==> config.mk <==
export PLATFORM = sky130hd
export DESIGN_NAME = hazard_ctrl_unit_flat
export DESIGN_NICKNAME = d
export VERILOG_FILES = /design/src/rtl/hazard_ctrl_unit_pkg.sv /design/src/rtl/hazard_ctrl_unit_if.sv /design/src/rtl/hazard_ctrl_unit_match.sv /design/src/rtl/hazard_ctrl_unit.sv /design/src/flat_wrapper.sv
export SDC_FILE = /design/constraint.sdc
export NUM_CORES = 1
export LEC_CHECK = 0
export CORE_AREA = 2 2 60 62
export CTS_BUF_LIST = sky130_fd_sc_hd__clkbuf_8
export DETAILED_ROUTE_END_ITERATION = 12
export DIE_AREA = 0 0 62 64
export HOLD_SLACK_MARGIN = 0.12
export PLACE_DENSITY_LB_ADDON = 0.25
export SLEW_MARGIN = 25
export SYNTH_ARGS = -nofsm -noshare
export SYNTH_HDL_FRONTEND = slang
export SYNTH_SLANG_ARGS = --single-unit
==> constraint.sdc <==
create_clock -name clk -period 4.02 [get_ports clk]
set_input_delay 1.206 -clock clk [delete_from_list [all_inputs] [get_ports clk]]
set_output_delay 1.206 -clock clk [all_outputs]
set_load 0.02 [all_outputs]
==> src/rtl/hazard_ctrl_unit_pkg.sv <==
`default_nettype none
// ============================================================================
// Module      : hazard_ctrl_unit_pkg
// Description : Shared hazard-unit types and constants.
// Revision    : 1.0 - initial release
// ============================================================================
package hazard_ctrl_unit_pkg;

    typedef enum logic [0:0] {
        HZ_IDLE = 1'b0,
        HZ_HOLD = 1'b1
    } hz_state_t;

    localparam int REG_ZERO   = 0;
    localparam int DEF_REG_AW = 5;

    // Stall request: 0..3 cycles
    typedef logic [1:0] stall_req_t;

endpackage
`default_nettype wire

==> src/rtl/hazard_ctrl_unit_if.sv <==
`default_nettype none
// ============================================================================
// Module      : hazard_ctrl_unit_if
// Description : ID/EX/MEM hazard fields and pipeline control outputs.
// Revision    : 1.0 - initial release
// ============================================================================
interface hazard_ctrl_unit_if #(
    parameter int REG_AW = 5,
    parameter int CNT_W  = 16
);
    logic [REG_AW-1:0] rs_id;
    logic [REG_AW-1:0] rt_id;
    logic              use_rs_id;
    logic              use_rt_id;
    logic              branch_id;
    logic              branch_taken_id;
    logic [REG_AW-1:0] dst_ex;
    logic              regwrite_ex;
    logic              memread_ex;
    logic [REG_AW-1:0] dst_mem;
    logic              memread_mem;
    logic              ext_stall;
    logic              pc_write;
    logic              ifid_write;
    logic              idex_noop;
    logic              ifid_flush;
    logic              stall_active;
    logic [CNT_W-1:0]  stall_cnt;

    modport master (
        output rs_id, rt_id, use_rs_id, use_rt_id, branch_id, branch_taken_id,
               dst_ex, regwrite_ex, memread_ex, dst_mem, memread_mem, ext_stall,
        input  pc_write, ifid_write, idex_noop, ifid_flush, stall_active, stall_cnt
    );

    modport slave (
        input  rs_id, rt_id, use_rs_id, use_rt_id, branch_id, branch_taken_id,
               dst_ex, regwrite_ex, memread_ex, dst_mem, memread_mem, ext_stall,
        output pc_write, ifid_write, idex_noop, ifid_flush, stall_active, stall_cnt
    );
endinterface
`default_nettype wire

==> src/rtl/hazard_ctrl_unit_match.sv <==
`default_nettype none
// ============================================================================
// Module      : hazard_match
// Description : Combinational stall-count requirement from ID/EX/MEM fields.
// Revision    : 1.0 - initial release
// ============================================================================
module hazard_match
    import hazard_ctrl_unit_pkg::*;
#(
    parameter int REG_AW       = DEF_REG_AW,
    parameter int LD_BR_STALLS = 2
) (
    input  wire logic [REG_AW-1:0] rs_id,
    input  wire logic [REG_AW-1:0] rt_id,
    input  wire logic              use_rs_id,
    input  wire logic              use_rt_id,
    input  wire logic              branch_id,
    input  wire logic [REG_AW-1:0] dst_ex,
    input  wire logic              regwrite_ex,
    input  wire logic              memread_ex,
    input  wire logic [REG_AW-1:0] dst_mem,
    input  wire logic              memread_mem,
    output stall_req_t             n_req
);

    localparam logic [REG_AW-1:0] c_zero   = REG_AW'(REG_ZERO);
    localparam stall_req_t        c_ld_br  = stall_req_t'(LD_BR_STALLS);

    logic w_ex_hit;
    logic w_mem_hit;

    always_comb begin
        w_ex_hit  = ((use_rs_id && (rs_id == dst_ex) && (rs_id != c_zero)) ||
                     (use_rt_id && (rt_id == dst_ex) && (rt_id != c_zero))) && regwrite_ex;
        w_mem_hit = ((use_rs_id && (rs_id == dst_mem) && (rs_id != c_zero)) ||
                     (use_rt_id && (rt_id == dst_mem) && (rt_id != c_zero))) && memread_mem;

        n_req = '0;
        if (branch_id) begin
            // A load feeding the branch comparator dominates: LD_BR_STALLS >= 1
            if (w_ex_hit && memread_ex) begin
                n_req = c_ld_br;
            end else if (w_ex_hit || w_mem_hit) begin
                n_req = 2'd1;
            end
        end else if (w_ex_hit && memread_ex) begin
            n_req = 2'd1;
        end
    end

endmodule
`default_nettype wire

==> src/rtl/hazard_ctrl_unit.sv <==
`default_nettype none
// ============================================================================
// Module      : hazard_ctrl_unit
// Description : ID-stage hazard stall sequencer with saturating stall counter.
// Revision    : 1.0 - initial release
// ============================================================================
module hazard_ctrl_unit
    import hazard_ctrl_unit_pkg::*;
#(
    parameter int REG_AW       = DEF_REG_AW,
    parameter int LD_BR_STALLS = 2,
    parameter int CNT_W        = 16
) (
    input wire logic          clk,
    input wire logic          rst_n,
    hazard_ctrl_unit_if.slave hz
);

    hz_state_t        state_q, state_d;
    logic [1:0]       rem_q, rem_d;
    logic [CNT_W-1:0] cnt_q, cnt_d;
    stall_req_t       n_req;
    logic             stall;

    hazard_match #(
        .REG_AW       (REG_AW),
        .LD_BR_STALLS (LD_BR_STALLS)
    ) u_match (
        .rs_id       (hz.rs_id),
        .rt_id       (hz.rt_id),
        .use_rs_id   (hz.use_rs_id),
        .use_rt_id   (hz.use_rt_id),
        .branch_id   (hz.branch_id),
        .dst_ex      (hz.dst_ex),
        .regwrite_ex (hz.regwrite_ex),
        .memread_ex  (hz.memread_ex),
        .dst_mem     (hz.dst_mem),
        .memread_mem (hz.memread_mem),
        .n_req       (n_req)
    );

    always_ff @(posedge clk) begin
        if (!rst_n) begin
            state_q <= HZ_IDLE;
            rem_q   <= '0;
            cnt_q   <= '0;
        end else begin
            state_q <= state_d;
            rem_q   <= rem_d;
            cnt_q   <= cnt_d;
        end
    end

    always_comb begin
        state_d = state_q;
        rem_d   = rem_q;
        cnt_d   = cnt_q;
        stall   = 1'b0;
        unique case (state_q)
            HZ_IDLE: begin
                if (!hz.ext_stall && (n_req != 2'd0)) begin
                    stall = 1'b1;
                    if (n_req > 2'd1) begin
                        state_d = HZ_HOLD;
                        rem_d   = n_req - 2'd1;
                    end
                end
            end
            HZ_HOLD: begin
                // A frozen pipe keeps the hold state but does not consume it
                stall = 1'b1;
                if (!hz.ext_stall) begin
                    rem_d = rem_q - 2'd1;
                    if (rem_q <= 2'd1) begin
                        state_d = HZ_IDLE;
                        rem_d   = '0;
                    end
                end
            end
            default: begin
                state_d = HZ_IDLE;
                rem_d   = '0;
            end
        endcase
        if (stall && !hz.ext_stall && (cnt_q != {CNT_W{1'b1}})) begin
            cnt_d = cnt_q + 1'b1;
        end
    end

    always_comb begin
        hz.pc_write     = 1'b1;
        hz.ifid_write   = 1'b1;
        hz.idex_noop    = 1'b0;
        hz.ifid_flush   = 1'b0;
        hz.stall_active = 1'b0;
        if (!rst_n) begin
            hz.pc_write = 1'b1;
        end else if (hz.ext_stall) begin
            hz.pc_write     = 1'b0;
            hz.ifid_write   = 1'b0;
            hz.stall_active = stall;
        end else begin
            hz.pc_write     = !stall;
            hz.ifid_write   = !stall;
            hz.idex_noop    = stall;
            hz.stall_active = stall;
            hz.ifid_flush   = hz.branch_id && hz.branch_taken_id && !stall;
        end
    end

    assign hz.stall_cnt = cnt_q;

endmodule
`default_nettype wire

==> src/flat_wrapper.sv <==
// flat-port wrapper written by rule: the top's interface ports become plain ports
module hazard_ctrl_unit_flat import hazard_ctrl_unit_pkg::*;
#(
    parameter int REG_AW       = DEF_REG_AW,
    parameter int LD_BR_STALLS = 2,
    parameter int CNT_W        = 16
)
  (clk, rst_n, hz_rs_id, hz_rt_id, hz_use_rs_id, hz_use_rt_id, hz_branch_id, hz_branch_taken_id, hz_dst_ex, hz_regwrite_ex, hz_memread_ex, hz_dst_mem, hz_memread_mem, hz_ext_stall, hz_pc_write, hz_ifid_write, hz_idex_noop, hz_ifid_flush, hz_stall_active, hz_stall_cnt);
  hazard_ctrl_unit_if #(.REG_AW(REG_AW), .CNT_W(CNT_W)) hz_i ();
  input wire logic clk;
  input wire logic rst_n;
  input wire logic [$bits(hz_i.rs_id)-1:0] hz_rs_id;
  input wire logic [$bits(hz_i.rt_id)-1:0] hz_rt_id;
  input wire logic [$bits(hz_i.use_rs_id)-1:0] hz_use_rs_id;
  input wire logic [$bits(hz_i.use_rt_id)-1:0] hz_use_rt_id;
  input wire logic [$bits(hz_i.branch_id)-1:0] hz_branch_id;
  input wire logic [$bits(hz_i.branch_taken_id)-1:0] hz_branch_taken_id;
  input wire logic [$bits(hz_i.dst_ex)-1:0] hz_dst_ex;
  input wire logic [$bits(hz_i.regwrite_ex)-1:0] hz_regwrite_ex;
  input wire logic [$bits(hz_i.memread_ex)-1:0] hz_memread_ex;
  input wire logic [$bits(hz_i.dst_mem)-1:0] hz_dst_mem;
  input wire logic [$bits(hz_i.memread_mem)-1:0] hz_memread_mem;
  input wire logic [$bits(hz_i.ext_stall)-1:0] hz_ext_stall;
  output wire logic [$bits(hz_i.pc_write)-1:0] hz_pc_write;
  output wire logic [$bits(hz_i.ifid_write)-1:0] hz_ifid_write;
  output wire logic [$bits(hz_i.idex_noop)-1:0] hz_idex_noop;
  output wire logic [$bits(hz_i.ifid_flush)-1:0] hz_ifid_flush;
  output wire logic [$bits(hz_i.stall_active)-1:0] hz_stall_active;
  output wire logic [$bits(hz_i.stall_cnt)-1:0] hz_stall_cnt;
  assign hz_i.rs_id = hz_rs_id;
  assign hz_i.rt_id = hz_rt_id;
  assign hz_i.use_rs_id = hz_use_rs_id;
  assign hz_i.use_rt_id = hz_use_rt_id;
  assign hz_i.branch_id = hz_branch_id;
  assign hz_i.branch_taken_id = hz_branch_taken_id;
  assign hz_i.dst_ex = hz_dst_ex;
  assign hz_i.regwrite_ex = hz_regwrite_ex;
  assign hz_i.memread_ex = hz_memread_ex;
  assign hz_i.dst_mem = hz_dst_mem;
  assign hz_i.memread_mem = hz_memread_mem;
  assign hz_i.ext_stall = hz_ext_stall;
  assign hz_pc_write = hz_i.pc_write;
  assign hz_ifid_write = hz_i.ifid_write;
  assign hz_idex_noop = hz_i.idex_noop;
  assign hz_ifid_flush = hz_i.ifid_flush;
  assign hz_stall_active = hz_i.stall_active;
  assign hz_stall_cnt = hz_i.stall_cnt;
  hazard_ctrl_unit #(.REG_AW(REG_AW), .LD_BR_STALLS(LD_BR_STALLS), .CNT_W(CNT_W)) u_core (.clk(clk), .rst_n(rst_n), .hz(hz_i));
endmodule
* Yosys cells after proc, flatten, opt, wreduce, memory -nomap -nowiden
Cells that the tools add are included.
Word-level totals: register bits after elaboration 19, bits of input ports 30, word-level logic and storage cells 65, output and inout bits 21
Cells by class: equal/unequal tests 8, bitwise gates (word level) 1, magnitude comparators 2, add/sub/neg operators 3, reductions and logical operators 25, multiplexer cells 23
Operators with widths (number):
- 5-bit == test | 4
- 16-bit by 1-bit adder with 16-bit output (second input constant) | 1
- 1-bit logical AND | 16
- 16-bit inequality test (second input constant) | 1
- 1-bit two-way mux | 14
- 2-bit two-way mux | 6
- 5-bit nonzero test | 2
- 2-bit by 1-bit inequality test with 1-bit output (second input constant) | 2
- 1-bit one-hot mux with 2 select lines | 2
- 2-bit one-hot mux with 2 select lines | 1
- 2-bit by 1-bit subtractor with 2-bit output (second input constant) | 2
- 1-bit logical OR | 3
- 3-bit AND reduction | 1
- 2-bit by 1-bit greater-than comparator with 1-bit output (second input constant) | 1
- 2-bit by 1-bit <= comparator with 1-bit output (second input constant) | 1
- 1-bit logical NOT | 2
- 2-bit inequality test (second input constant) | 1
- 2-bit nonzero test | 1
- 1-bit NOT | 1

* Logic depth before layout (Yosys ltp)
word-level depth 17, gate-level depth with buffers 13, mapped depth without buffers 13

* By module
Synthesis repeated with hierarchy kept, for this count alone.
Unflattened totals: cell total of the unflattened synthesis 179, area total of the unflattened synthesis 1408.9 µm²
By module, submodules not included:
- hazard_ctrl_unit | cells each 138, area an instance 1108.6 µm², seq. area each 380.4 µm², instances 1
- hazard_match | cells each 41, area an instance 300.3 µm², seq. area each 0.0 µm², instances 1

* Worst setup path before layout
Ideal clock, no wire load.
path kind input to output, from in hz_rs_id[0], to out hz_pc_write, setup slack -0.547 ns, data arrival time 3.361 ns, cell stages on the path 9, buffers on the path 1, required time 2.814 ns, path through or4_1 o21ai_1 o22ai_1 and2_1 mux2i_1 ha_1 nand2b_1 o21ai_0 buf_4
On the way: cells in the longest elaborated chain, start to end 16, elaborated cells on any way between the ends 24, classes of those cells eq/ne: 2; mux: 8; reduce/logical: 14
Ends and longest elaborated chain:
- from (decl) | line flat_wrapper.sv:12 | input wire logic [$bits(hz_i.rs_id)-1:0] hz_rs_id;
- 5-bit == test (on tied branches) | line hazard_ctrl_unit_match.sv:33, hazard_ctrl_unit_match.sv:35
- 1-bit logical AND (on tied branches) (2 in a row) | line hazard_ctrl_unit_match.sv:33, hazard_ctrl_unit_match.sv:35
- 1-bit logical OR (on tied branches) | line hazard_ctrl_unit_match.sv:33, hazard_ctrl_unit_match.sv:35
- 1-bit logical AND (on tied branches) | line hazard_ctrl_unit_match.sv:34, hazard_ctrl_unit_match.sv:36
- 1-bit logical OR | line hazard_ctrl_unit_match.sv:43 | end else if (w_ex_hit || w_mem_hit) begin
- 1-bit two-way mux | line hazard_ctrl_unit_match.sv:43
- 2-bit two-way mux | line hazard_ctrl_unit_match.sv:41 | if (w_ex_hit && memread_ex) begin
- 2-bit two-way mux * | line hazard_ctrl_unit_match.sv:39 | if (branch_id) begin
- 2-bit nonzero test * | line hazard_ctrl_unit.sv:61 | if (!hz.ext_stall && (n_req != 2'd0)) begin
- 1-bit logical AND * | line hazard_ctrl_unit.sv:61
- 1-bit two-way mux * | line hazard_ctrl_unit.sv:61
- 1-bit one-hot mux with 2 select lines * | line hazard_ctrl_unit.sv:59 | unique case (state_q)
- 1-bit logical NOT *
- 1-bit two-way mux * (2 in a row)
- to (decl) | line flat_wrapper.sv:24 | output wire logic [$bits(hz_i.pc_write)-1:0] hz_pc_write;
Every way passes the cells marked *; elsewhere a longest branch is shown, timed or not.

* Worst setup path after layout
from in hz_rs_id[1], to out hz_pc_write
On the way: cells in the longest elaborated chain, start to end 16, elaborated cells on any way between the ends 24, classes of those cells eq/ne: 2; mux: 8; reduce/logical: 14
Ends and longest elaborated chain:
- 5-bit == test (on tied branches) | line hazard_ctrl_unit_match.sv:33, hazard_ctrl_unit_match.sv:35
- 1-bit logical AND (on tied branches) (2 in a row) | line hazard_ctrl_unit_match.sv:33, hazard_ctrl_unit_match.sv:35
- 1-bit logical OR (on tied branches) | line hazard_ctrl_unit_match.sv:33, hazard_ctrl_unit_match.sv:35
- 1-bit logical AND (on tied branches) | line hazard_ctrl_unit_match.sv:34, hazard_ctrl_unit_match.sv:36
- 1-bit logical OR | line hazard_ctrl_unit_match.sv:43
- 1-bit two-way mux | line hazard_ctrl_unit_match.sv:43
- 2-bit two-way mux | line hazard_ctrl_unit_match.sv:41
- 2-bit two-way mux * | line hazard_ctrl_unit_match.sv:39
- 2-bit nonzero test * | line hazard_ctrl_unit.sv:61
- 1-bit logical AND * | line hazard_ctrl_unit.sv:61
- 1-bit two-way mux * | line hazard_ctrl_unit.sv:61
- 1-bit one-hot mux with 2 select lines * | line hazard_ctrl_unit.sv:59
- 1-bit logical NOT * | line hazard_ctrl_unit.sv:103 | hz.pc_write = !stall;
- 1-bit two-way mux * | line hazard_ctrl_unit.sv:98 | end else if (hz.ext_stall) begin
- 1-bit two-way mux * | line hazard_ctrl_unit.sv:96 | if (!rst_n) begin
Marks and branches as above.

==> reports/qor.yml <==
status:
  status: "finished, violations left"
  violations: "setup timing"
logic_synthesis:
  syn-num-nets: 180
  yosysTopAreaCell: "dfxtp_1"
  syn-instance-count: 148
  netlist_top_cells_area: "dfxtp_1, xor2_1, xnor2_1"
  seq_area_frac_synth_pct: 29.3
  syn_area_per_cell_sq_um: 8.77
  synth_seq_cells: 19
  synth.distinct_cells: 38
  yosys_warnings: 0
  synth_area_sq_um: 1300
  synth_top_area_share_pct: 29.3
sta:
  hold_violations: 0
  fmax_mhz: 229
  rsz0062_at_grt: "true"
  fin_crit_ns: 4.36
  setup_ws_ns: -0.344
  holdWs_ns: 0.543
  slew_headroom_pct: 77.2
  worstMarginPinSlew_ns: 0.341
  fin_setup_tns_ns: -1.47
  setup_viol: 5
  fin_crit_sh_pct: 109
  clock_skew_ns: 0.00271
  final_max_slew_viol_count: 0
setup_path:
  path_buf_inv: 3
  crit_arrival_ns: 3.16
  crit_chain: "buf_8 > or4_4 > o21ai_4 > o22ai_2 > and2_1 > mux2i_1 > ha_2 > buf_4 > nand2b_4 > o21ai_4 > buf_6"
  crit_slowest_cell: "or4_4"
  crit_type: "in2out"
  cp_max_fo: 3
  crit_path_end_kind: "primary output"
  cp.required_ns: 2.81
  cp_common_cell: "o21ai_4"
  cpLargestDelayFamily: "simple AND/OR/NAND/NOR gates"
  slowest_delay_ns: 0.54
  critPathLaunchType: "input port"
route:
  avgViaCountPerCell: 4.90
  drc: 0
  dr.pass1.iters: 6
  num_vias: 1313
  wl_mm: 3.43
  ant_nets: 0
  wl_per_cell_um: 12.8
  drt_iter0_drc: 51
placement:
  routabilityCongestion: 0.766
  place_ws_ns: -1.20
  portBuffers: 50
  dp_hpwl_mm: 2.78
power:
  p_int_mw: 0.309
  p_per_area_nw_per_um2: 191
  seqPwrFrac_pct: 46.4
  switchingPower_mw: 0.0976
  peakVddDrop_mv: 0.137
  pwr-share-comb_pct: 22.8
  p_sw_share_pct: 24.0
  total_power_mw: 0.407
  leakage_nw: 0.857
  clkPwrFrac_pct: 30.9
grt:
  grt_util_all_layers_pct: 18.2
  grt_pass1_vias: 1312
  grt_pass1_wl_mm: 5.58
  grt_max_degree: 15
  overflow: 0
  antenna_found_initial: 0
clocking:
  clk_pin_slew_ns: 0.07
  cts_max_path_buffers: 2
  clkLatencyLatePin_ns: 0.25
  cts_hold_buf: 0
  cts_root_buf: "clkbuf_8"
  cts_tree: "built"
  cts_buffers: 3
  clock_sinks: 19
  ctsHtreeMaxLevel: 1
die:
  initial_core_util_pct: 39.5
  pin_count: 51
  die_h_um: 64
  core_sq_um: 3280
  die_area_sq_um: 3970
  die_w_um: 62
  num_rows: 21
layout:
  layout_common_cells: "clkdlybuf4s50_1, buf_4, xor2_1, dfxtp_1, xnor2_1"
  antennaDiodeCount: 0
  area_growth_pct: 63.9
  fin_nets: 255
  drive_gt1_share_pct: 30.6
  mostFrequentLayoutCell: "clkdlybuf4s50_1"
  postLayoutCoreUtil_pct: 64.8
run:
  maxCapViolCount: 0
hold_path:
  hp-class: "reg2reg"
[cell families (layout without fill, tap and decap cells)]
kind of cell	count (synthesis)	count (layout)	synth area share [%]
simple gates	72	72	34.5
xor+xnor	35	35	23.6
flops	19	19	29.3
mux	3	3	2.31
fa+ha+maj	2	2	1.93
buf+inv	6	80	2.31
compound gates	11	11	5.98
[final timing paths]
| kind | endpoint | cells past startpoint | slack, ns | startpoint |
|---|---|---|---|---|
| min | u_core.rem_q[1] | 2 | 0.54 | u_core.rem_q[1] |
| min reg2reg | u_core.rem_q[1] | 2 | 0.54 | u_core.rem_q[1] |
| max | hz_pc_write | 11 | -0.34 | hz_rs_id[1] |
| max reg2reg | u_core.hz.stall_cnt[15] | 6 | 2.17 | u_core.hz.stall_cnt[4] |
[power groups by stage]
stage               combinational (mW)  clock [mW]  sequential, mW
detailed placement              0.0912           0           0.193
floorplan                       0.0344           0           0.193
global route                    0.0992       0.137           0.188
CTS                             0.0911       0.129           0.189
global placement                0.0886           0           0.193
finish                          0.0926       0.125           0.189
[stage by stage]
step                      cell area (sq um)  cells
after floorplan                        1370    148
after global placement                 2060    262
after detailed placement               2060    262
after CTS                              2120    267
after global routing                   2130    268
final                                  2130    268
[cells in the mapped netlist, drive strengths merged]
| cell type | instances |
|---|---|
| nand4b | 1 |
| nor4 | 4 |
| and4 | 1 |
| nor3 | 6 |
| nor2b | 6 |
| nand3 | 11 |
| nand4 | 6 |
| clkbuf | 2 |
| o21a | 1 |
| and3b | 1 |
| o221ai | 1 |
| nand3b | 1 |
| nand2 | 9 |
| nand2b | 3 |
| nor2 | 3 |
| or4 | 3 |
| inv | 2 |
| xor2 | 19 |
| and2 | 13 |
| o21ai | 4 |
| xnor2 | 16 |
| buf | 2 |
| nor3b | 3 |
| a21oi | 1 |
| ha | 2 |
| mux2i | 3 |
| dfxtp | 19 |
| o221a | 2 |
| a21boi | 1 |
| o22ai | 1 |
| and3 | 1 |
[sequential cells by signal (all words and copies together), names as in the netlist]
| signal | count |
|---|---|
| u_core.hz.stall_cnt | 16 |
| u_core.rem_q | 2 |
| u_core.state_q | 1 |
[timing repair]
item | in CTS | in global routing
setup buffers | 1 | 1
pin swaps | 21 | 8
gates resized for setup | 99 | 3
setup endpoints to repair | 13 | 10
gates cloned | 0 | 0
[worst register-to-register path, cell delays in order, from the launching register on]
cell and delay, ns:
dfxtp_1 0.45, nand4_2 0.19, or4_4 0.60, nand2_2 0.13, nor3_1 0.07, xor2_1 0.14
and2_1 0.16
[cell type report]
cell class | count | area, sq um
inverters | 2 | 7.51
multi-input cells | 123 | 982
well taps | 46 | 57.6
clock buffers | 3 | 41.3
flip-flops and latches | 19 | 380
repair buffers | 74 | 654
clock inverters | 1 | 3.75
fillers | 266 | 1160
[per-layer routing]
metal | track usage, % | vias up | share of wire (%)
li1 | - | 664 | -
met1 | 19.9 | 595 | 40
met3 | 3.24 | 10 | 5.0
met2 | 32.8 | 44 | 52
met5 | 0 | - | 0
met4 | 7.18 | 0 | 2.7
Power figures use the tool's default switching activity.
